<file path="src/rtl/bk_pkg.sv">
`default_nettype none
// ============================================================================
//  Module      : bk_pkg
//  Description : Shared types and constants for the backup-RAM save/load
//                sequencer (bk_seq) and its watchdog.
//  Revision    : 1.0 - initial release
// ----------------------------------------------------------------------------
//  Contents:
//    bk_state_t      sequencer state: IDLE, REQ (request out, waiting for
//                    ack rise), XFER (ack high, waiting for ack fall)
//    c_sector_bytes  bytes per SD sector moved per handshake
// ============================================================================
package bk_pkg;

  typedef enum logic [1:0] {
    IDLE = 2'd0,
    REQ  = 2'd1,
    XFER = 2'd2
  } bk_state_t;

  localparam int unsigned c_sector_bytes = 512;

endpackage
`default_nettype wire

</file>
<file path="src/rtl/bk_watchdog.sv">
`default_nettype none
// ============================================================================
//  Module      : bk_watchdog
//  Description : Free-running progress watchdog. Counts while run is high,
//                restarts on clr, and flags expiry once the counter has
//                reached all-ones (2**TMO_BITS cycles without a clear).
//  Revision    : 1.0 - initial release
// ----------------------------------------------------------------------------
//  Ports:
//    clk_sys  in   system clock
//    RESET_n  in   asynchronous active-low reset
//    clr      in   restart the count (handshake progress)
//    run      in   count enable (transfer in progress)
//    expired  out  timeout reached this cycle
// ============================================================================
module bk_watchdog #(
  parameter int TMO_BITS = 24
) (
  input  logic clk_sys,
  input  logic RESET_n,
  input  logic clr,
  input  logic run,
  output logic expired
);

  logic [TMO_BITS-1:0] r_cnt;

  always_ff @(posedge clk_sys or negedge RESET_n) begin
    if (!RESET_n) begin
      r_cnt <= '0;
    end else if (clr) begin
      r_cnt <= '0;
    end else if (run) begin
      r_cnt <= r_cnt + TMO_BITS'(1);
    end
  end

  // Progress seen in the same cycle beats expiry.
  assign expired = run & ~clr & (&r_cnt);

endmodule
`default_nettype wire

</file>
<file path="src/rtl/bk_seq.sv">
`default_nettype none
// ============================================================================
//  Module      : bk_seq
//  Description : Backup-RAM save/load sequencer. Moves one slot of
//                2**SECT_BITS sectors between cartridge backup RAM and the
//                hps_io SD sector interface, tracks a dirty flag with
//                autosave, and aborts on image loss or handshake timeout.
//  Revision    : 1.0 - initial release
// ----------------------------------------------------------------------------
//  Ports:
//    clk_sys       in   system clock
//    RESET_n       in   asynchronous active-low reset
//    bk_ena        in   writable save image mounted
//    load_req      in   load request level (edge detected)
//    save_req      in   save request level (edge detected)
//    autosave_req  in   autosave pulse, acts only when dirty
//    slot          in   slot select, sampled at start
//    dirty_set     in   backup-RAM write pulse
//    sd_lba        out  sector address {slot, sector}, zero-extended
//    sd_rd, sd_wr  out  sector read / write request
//    sd_ack        in   sector transfer acknowledge
//    bk_busy       out  transfer in progress
//    bk_loading    out  load in progress (holds the core in reset)
//    bk_dirty      out  backup RAM modified since last save/load
//    bk_done       out  one-cycle pulse on successful completion
//    bk_err        out  one-cycle pulse on abort
// ============================================================================
module bk_seq
  import bk_pkg::*;
#(
  parameter int SECT_BITS = 6,
  parameter int SLOT_BITS = 2,
  parameter int LBA_W     = 32,
  parameter int TMO_BITS  = 24
) (
  input  logic                 clk_sys,
  input  logic                 RESET_n,
  input  logic                 bk_ena,
  input  logic                 load_req,
  input  logic                 save_req,
  input  logic                 autosave_req,
  input  logic [SLOT_BITS-1:0] slot,
  input  logic                 dirty_set,
  output logic [LBA_W-1:0]     sd_lba,
  output logic                 sd_rd,
  output logic                 sd_wr,
  input  logic                 sd_ack,
  output logic                 bk_busy,
  output logic                 bk_loading,
  output logic                 bk_dirty,
  output logic                 bk_done,
  output logic                 bk_err
);

  bk_state_t            r_state, w_state_nx;
  logic [SECT_BITS-1:0] r_sector, w_sector_nx;
  logic [SLOT_BITS-1:0] r_slot, w_slot_nx;
  logic r_rd, w_rd_nx, r_wr, w_wr_nx;
  logic r_busy, w_busy_nx, r_loading, w_loading_nx;
  logic r_dirty, w_dirty_nx, r_done, w_done_nx, r_err, w_err_nx;
  logic r_load_q, r_save_q, r_ack_q;

  logic w_load_edge, w_save_edge, w_auto, w_ack_rise, w_ack_fall;
  logic w_start, w_abort, w_dirty_clr, w_dirty_abort, w_wdg_expired;

  assign w_load_edge = ~r_load_q & load_req & bk_ena;
  assign w_save_edge = ~r_save_q & save_req & bk_ena;
  // Autosave also needs a mounted image; otherwise it would abort at once.
  assign w_auto      = autosave_req & r_dirty & bk_ena;
  assign w_ack_rise  =  sd_ack & ~r_ack_q;
  assign w_ack_fall  = ~sd_ack &  r_ack_q;
  assign w_abort     = (r_state != IDLE) & (~bk_ena | w_wdg_expired);

  bk_watchdog #(
    .TMO_BITS (TMO_BITS)
  ) u_wdg (
    .clk_sys (clk_sys),
    .RESET_n (RESET_n),
    .clr     (w_start | w_ack_rise | w_ack_fall),
    .run     (r_state != IDLE),
    .expired (w_wdg_expired)
  );

  always_comb begin
    w_state_nx    = r_state;
    w_sector_nx   = r_sector;
    w_slot_nx     = r_slot;
    w_rd_nx       = r_rd;
    w_wr_nx       = r_wr;
    w_busy_nx     = r_busy;
    w_loading_nx  = r_loading;
    w_done_nx     = 1'b0;
    w_err_nx      = 1'b0;
    w_start       = 1'b0;
    w_dirty_clr   = 1'b0;
    w_dirty_abort = 1'b0;

    case (r_state)
      IDLE: begin
        // Load beats save beats autosave.
        if (w_load_edge | w_save_edge | w_auto) begin
          w_start      = 1'b1;
          w_sector_nx  = '0;
          w_slot_nx    = slot;
          w_rd_nx      = w_load_edge;
          w_wr_nx      = ~w_load_edge;
          w_busy_nx    = 1'b1;
          w_loading_nx = w_load_edge;
          w_dirty_clr  = ~w_load_edge;
          w_state_nx   = REQ;
        end
      end
      REQ: begin
        if (w_ack_rise) begin
          w_rd_nx    = 1'b0;
          w_wr_nx    = 1'b0;
          w_state_nx = XFER;
        end
      end
      XFER: begin
        if (w_ack_fall) begin
          // Sector field wraps to zero on the last sector; slot is untouched.
          w_sector_nx = r_sector + SECT_BITS'(1);
          if (&r_sector) begin
            w_busy_nx    = 1'b0;
            w_loading_nx = 1'b0;
            w_done_nx    = 1'b1;
            w_dirty_clr  = r_loading;
            w_state_nx   = IDLE;
          end else begin
            w_rd_nx    = r_loading;
            w_wr_nx    = ~r_loading;
            w_state_nx = REQ;
          end
        end
      end
      default: w_state_nx = IDLE;
    endcase

    if (w_abort) begin
      w_rd_nx       = 1'b0;
      w_wr_nx       = 1'b0;
      w_busy_nx     = 1'b0;
      w_loading_nx  = 1'b0;
      w_done_nx     = 1'b0;
      w_err_nx      = 1'b1;
      w_dirty_clr   = 1'b0;
      // A partly written image no longer matches RAM.
      w_dirty_abort = ~r_loading;
      w_state_nx    = IDLE;
    end
  end

  // A CPU write in the same cycle as a clear keeps the flag set.
  assign w_dirty_nx = dirty_set | w_dirty_abort | (r_dirty & ~w_dirty_clr);

  always_ff @(posedge clk_sys or negedge RESET_n) begin
    if (!RESET_n) begin
      r_state   <= IDLE;
      r_sector  <= '0;
      r_slot    <= '0;
      r_rd      <= 1'b0;
      r_wr      <= 1'b0;
      r_busy    <= 1'b0;
      r_loading <= 1'b0;
      r_dirty   <= 1'b0;
      r_done    <= 1'b0;
      r_err     <= 1'b0;
      r_load_q  <= 1'b0;
      r_save_q  <= 1'b0;
      r_ack_q   <= 1'b0;
    end else begin
      r_state   <= w_state_nx;
      r_sector  <= w_sector_nx;
      r_slot    <= w_slot_nx;
      r_rd      <= w_rd_nx;
      r_wr      <= w_wr_nx;
      r_busy    <= w_busy_nx;
      r_loading <= w_loading_nx;
      r_dirty   <= w_dirty_nx;
      r_done    <= w_done_nx;
      r_err     <= w_err_nx;
      r_load_q  <= load_req;
      r_save_q  <= save_req;
      r_ack_q   <= sd_ack;
    end
  end

  assign sd_lba     = LBA_W'({r_slot, r_sector});
  assign sd_rd      = r_rd;
  assign sd_wr      = r_wr;
  assign bk_busy    = r_busy;
  assign bk_loading = r_loading;
  assign bk_dirty   = r_dirty;
  assign bk_done    = r_done;
  assign bk_err     = r_err;

endmodule
`default_nettype wire

</file>
<file path="config.mk">
export PLATFORM = sky130hd
export DESIGN_NAME = bk_seq
export DESIGN_NICKNAME = d
export VERILOG_FILES = /design/src/rtl/bk_pkg.sv /design/src/rtl/bk_watchdog.sv /design/src/rtl/bk_seq.sv
export SDC_FILE = /design/constraint.sdc
export NUM_CORES = 1
export LEC_CHECK = 0
export BUFFER_PORTS_ARGS = -buffer_cell sky130_fd_sc_hd__clkbuf_2
export CAP_MARGIN = 20
export CORE_MARGIN = 2
export CORE_UTILIZATION = 30
export DETAILED_ROUTE_END_ITERATION = 16
export PLACE_DENSITY = 0.55
export SYNTH_ARGS = -nofsm -noshare
export SYNTH_HDL_FRONTEND = slang
export SYNTH_SLANG_ARGS = --single-unit
</file>
<file path="constraint.sdc">
create_clock -name clk_sys -period 2.54 [get_ports clk_sys]
set_clock_uncertainty 0.2 [all_clocks]
set_input_delay 0.127 -clock clk_sys [delete_from_list [all_inputs] [get_ports clk_sys]]
set_output_delay 0.127 -clock clk_sys [all_outputs]
set_load 0.02 [all_outputs]
</file>
# Yosys cells after proc, flatten, opt, wreduce, memory -nomap -nowiden
# Index checks and enable logic that the tools add are counted.
# totals
regBits	44
latch_bits	0
mem_bits_rw	0
rom_bits	0
inputBits	10
output_inout_bits	39
elab_cells	108
n_memories	0
# op_classes
n_addsub	2
n_mul	0
div	0
order_cmp	0
n_eq_ne	9
n_shift	0
muxes	42
n_bitwise	28
reduce_logical	13
# ops
operator	n
$mux W24	2
$mux W1	27
$add A24 B1 Y24 const B	1
$reduce_and A24 Y1	1
$ne A3 B3 Y1 const B	5
$and A1 B1 Y1	12
$mux W6	2
$pmux W6 S2	1
$not A1 Y1	9
$mux W2	4
$or A1 B1 Y1	7
$add A6 B1 Y6 const B	1
$pmux W1 S2	3
$pmux W1 S3	2
$pmux W2 S3	1
$reduce_and A3 Y1	2
$reduce_and A6 Y1	1
$reduce_bool A2 Y1	3
$reduce_and A5 Y1	1
$ne A2 B2 Y1 const B	2
$reduce_and A4 Y1	1
$reduce_bool A4 Y1	1
$reduce_bool A3 Y1	1
$eq A2 B1 Y1 const B	1
3 further kinds	3

# Depth between registers and ports, before layout
# logic_depth
ltp_word	18
mapped_depth	8
ltp_nobuf	7

# By module
# From an unflattened synthesis, not the netlist that was laid out.
# hier_totals
cells_unflattened	258
area_unflattened_um2	2513.7
# modules_own_cells
module	instances	cells_per_inst	area_each_um2	seq_area_each_um2
bk_seq	1	133	1263.7	500.5
bk_watchdog	1	125	1249.9	600.6

# Worst setup path before layout
# No wires, ideal clock.
# synth_timing
path_kind	flip-flop to flip-flop
startpoint	register r_state[0]
endpoint	register u_wdg.r_cnt[22]
setup_time_ns	0.119
arrival_time_ns	1.969
t_required_ns	2.221
path_slack_ns	0.252
stages_incl_launch_ff	9
path_buffers	1
period_less_slack_ns	2.288
cell_sequence	dfrtp_1 -> inv_1 -> ha_1 -> nand4b_4 -> or4_4 -> buf_6 -> nor4_4 -> xnor2_1 -> nor2_2
# synth_between
elab_chain_len	5
word_cells_on_any_way	7
cone_classes	2 x mux; 2 x bitwise; 3 x reduce/logical
# synth_rtl
element	line	text
start, declared	bk_seq.sv:55	bk_state_t r_state, w_state_nx;
start signal, assigned	bk_seq.sv:173	r_state <= w_state_nx;
$logic_not A2 Y1	bk_seq.sv:98	case (r_state)
$mux W1	bk_seq.sv:98	
$or A1 B1 Y1 (2 in series)	bk_seq.sv:79	.clr (w_start | w_ack_rise | w_ack_fall),
$mux W24 / $reduce_bool A2 Y1 (equally long branches)	n/a	
end signal, assigned	bk_watchdog.sv:34	r_cnt <= r_cnt + TMO_BITS'(1);
end, declared	bk_watchdog.sv:26	logic [TMO_BITS-1:0] r_cnt;
# Parallel ways exist; a longest one is shown, timed or not.
# A chain may end at the register's enable or synchronous reset.

# Final worst setup path
# layout_timing
startpoint	register r_state[0]
endpoint	register u_wdg.r_cnt[18]
# Same word-level chain as after synthesis.

==> results.toml <==
[outcome]
run_status = "completed"

[setup_path]
timing.critical_path.from = "r_state[0]"
reg_to_reg_critical_path_startpoint = "r_state[0]"
timing.critical_path.from_type = "register"
setup.worst_path.class = "register to register"
critPathRequiredTime_ns = 2.52
critical_path_endpoint_category = "register"
critical_path.max_fanout = 5
arrival_ns = 2.28

[sta]
post_layout_minimum_cycle_time_ns = 2.300
finalMaxSlewViolations = 0
fin_hold_ws_ns = 0.04395
setup_repair_after_global_routing_missed_its_margin = "false"
worst_slew_slack_as_a_fraction_of_its_limit = 0.6259
final_hold_viol_count = 0
worst_slew_pin_slew_ns = 0.5611
layout_worst_path_cycle_share = 0.9057
fmax_mhz = 434.7
final.setup.tns_ns = 0
setup_violations = 0

[floorplanning]
num_rows = 33
chipHeight_microns = 95.29
floorplan.initialDensity = 0.3073
die_width_microns = 95.29
dieArea_sq_um = 9079
io_pins = 49
floorplan.core_area_sq_um = 8134

[route]
drt_pre_antenna_iters = 4
drt_iter0_markers = 92
viasPerCell = 4.613
postRouteWirelength_mm = 4.989
antenna_violating_nets_post_route = 0
route.detailed.drc = 0
detail_route.wl_per_cell_microns = 12.29
via_count = 1873

[yosys]
synth_area_leaders = "sky130_fd_sc_hd__dfrtp_1, sky130_fd_sc_hd__buf_4, sky130_fd_sc_hd__nor2_1"
syn-mean-instance-area_sq_um = 9.469
synthArstFlopShare = 1.000
ys_warn_count = 0
synth_cells = 264
dominantRegCellSynth = "sky130_fd_sc_hd__dfrtp_1"
yosys.cell_types.count = 43
synth.yosys.seq_area_share = 0.4404
synthTopCellsByCount = "sky130_fd_sc_hd__dfrtp_1, sky130_fd_sc_hd__nor2_1, sky130_fd_sc_hd__buf_4"
synth_enable_flop_cells = 0
yosysMostFrequentCell = "sky130_fd_sc_hd__dfrtp_1"
yosys_register_bits = 44
netlist.area_leader.share = 0.4404
synth_area_leader_cell = "sky130_fd_sc_hd__dfrtp_1"
synth.cell_area_sq_um = 2500

[layout]
regArea_sq_um = 1101
final_nets = 318
multi_input_comb_area_sq_um = 1237
insertedDiodeCount = 0
number_of_fill_cells = 824
flow.area_growth_from_synthesis_pct = 13.26
drive_gt1_frac = 0.1661

[clock_network]
cts_tree = "built"
cts.sink_count = 44
cts.reportedPaths.clkPinSlew_ns = 0.08
clk-insertion-delay-late_ns = 0.30
total_clock_buffers_created_by_cts = 5
number_of_h_tree_branching_levels = 2
root_buffer_master = "sky130_fd_sc_hd__clkbuf_8"
postCtsSetupRepairBufs = 0
clockBufferDepth = 2

[grt]
vias_in_the_first_global_route = 1827
final_global_route_overflow_total = 0
wire_length_of_the_first_global_routing_pass_mm = 8.514
grt_start_max_net_pins = 45
antenna_found_initial = 0
global_route.usage.total = 0.1211

[run]
maxCapViolCount = 0

[min_path]
worst_hold_path_type = "primary input to register"
worstHoldStart = "autosave_req"

[power_and_ir_drop]
leakagePower_nw = 1.329
power_density_nw_per_um2 = 743.9
maximum_vdd_ir_drop_mv = 0.3518

[placement]
place.port_buffers = 24
dp_hpwl_mm = 3.647
placer_congestion = 0.7264
-- cell type report --
type	instances	area share
tap	105	0.04640
timing repair buffer	38	0.08573
inverter	6	0.007954
clock buffer	7	0.03403
sequential	44	0.3889
multi-input combinational	206	0.4370
-- logic make-up (layout without fill, tap and decap cells) --
group | Yosys count | in the layout | share of synthesized area
flops | 44 | 44 | 0.4404
compound gates | 24 | 24 | 0.05856
fa+ha+maj | 7 | 7 | 0.03503
mux | 4 | 4 | 0.01702
other cells | 1 | 24 | 0.001500
xor+xnor | 25 | 25 | 0.08759
buf+inv | 37 | 51 | 0.09910
simple gates | 122 | 122 | 0.2608
-- sequential cells by signal, indices dropped and copies added, names as in the netlist --
name	flops
bk_busy	1
bk_dirty	1
bk_done	1
bk_err	1
bk_loading	1
r_ack_q	1
r_load_q	1
r_save_q	1
r_sector	6
r_slot	2
r_state	2
sd_rd	1
sd_wr	1
u_wdg.r_cnt	24
-- placed cells by master (no fill, tap or decap), types with 2 or more instances in the layout --
master	synthesis	routed
sky130_fd_sc_hd__and2_1	2	2
sky130_fd_sc_hd__nor3_1	10	10
sky130_fd_sc_hd__a21oi_1	8	8
sky130_fd_sc_hd__nor4_1	4	4
sky130_fd_sc_hd__and3_1	5	5
sky130_fd_sc_hd__inv_1	6	6
sky130_fd_sc_hd__ha_1	7	7
sky130_fd_sc_hd__dlygate4sd3_1	0	7
sky130_fd_sc_hd__mux2_2	2	2
sky130_fd_sc_hd__nor2_1	35	35
sky130_fd_sc_hd__clkbuf_8	0	7
sky130_fd_sc_hd__xnor2_1	10	10
sky130_fd_sc_hd__nand3_1	15	15
sky130_fd_sc_hd__nand4b_1	2	2
sky130_fd_sc_hd__buf_4	24	7
sky130_fd_sc_hd__xor2_1	15	15
sky130_fd_sc_hd__nand2b_1	3	3
sky130_fd_sc_hd__a21o_1	2	2
sky130_fd_sc_hd__o21ai_0	7	7
sky130_fd_sc_hd__nand4_1	9	9
sky130_fd_sc_hd__clkbuf_2	0	24
sky130_fd_sc_hd__conb_1	1	24
sky130_fd_sc_hd__dfrtp_1	44	44
sky130_fd_sc_hd__or2_2	3	3
sky130_fd_sc_hd__nor2b_1	7	7
sky130_fd_sc_hd__nand2_1	18	18
sky130_fd_sc_hd__mux2i_1	2	2
-- timing repair --
item / 4_1_cts / 5_1_grt
hold buffers: 7 / 0
hold endpoints to repair: 50 / 0
gates resized for setup: 0 / 0
-- final timing paths --
| kind | slack [ns] | to | cells past startpoint |
|---|---|---|---|
| max | 0.24 | u_wdg.r_cnt[18] | 7 |
| min | 0.04 | bk_dirty | 4 |
| min reg2reg | 0.30 | bk_busy | 1 |
| max in group asynchronous | 1.51 | r_sector[1] | 3 |
| max reg2reg | 0.24 | u_wdg.r_cnt[18] | 7 |
| min in group asynchronous | 0.25 | u_wdg.r_cnt[18] | 3 |
-- metrics by stage --
step	setup slack [ns]	cell area, sq um	cells	util	power, mW
after floorplan	0.2517	2586	287	-	1.448
after global placement	0.2773	2665	392	0.3276	1.639
after CTS	0.2014	2831	406	0.3481	2.138
final	0.2396	2831	406	0.3481	2.106
after global routing	0.02696	2831	406	0.3481	2.269
after detailed placement	0.2204	2665	392	0.3276	1.650
-- critical path: stages (launching register included) --
cell	delay, ns
sky130_fd_sc_hd__dfrtp_1	0.43
sky130_fd_sc_hd__inv_1	0.08
sky130_fd_sc_hd__ha_1	0.22
sky130_fd_sc_hd__nand4b_4	0.19
sky130_fd_sc_hd__or4_4	0.58
sky130_fd_sc_hd__nor3_1	0.28
sky130_fd_sc_hd__xnor2_1	0.15
sky130_fd_sc_hd__nor2_1	0.05
-- routing by layer --
layer  vias to the layer above  share of wire  global-route usage
li1                        919              -                   -
met1                       899           0.45              0.1495
met2                        47           0.49              0.2066
met3                         8          0.042             0.02767
met4                         0          0.015             0.04348
met5                         -              0                   0
-- report_power, final --
part / switching [mW] / internal [mW] / total [mW]
Combinational: 0.476 / 0.293 / 0.768
Clock: 0.227 / 0.242 / 0.469
Sequential: 0.0773 / 0.792 / 0.869
Total: 0.780 / 1.33 / 2.11
No activity file was read; power rests on OpenSTA's default activity.
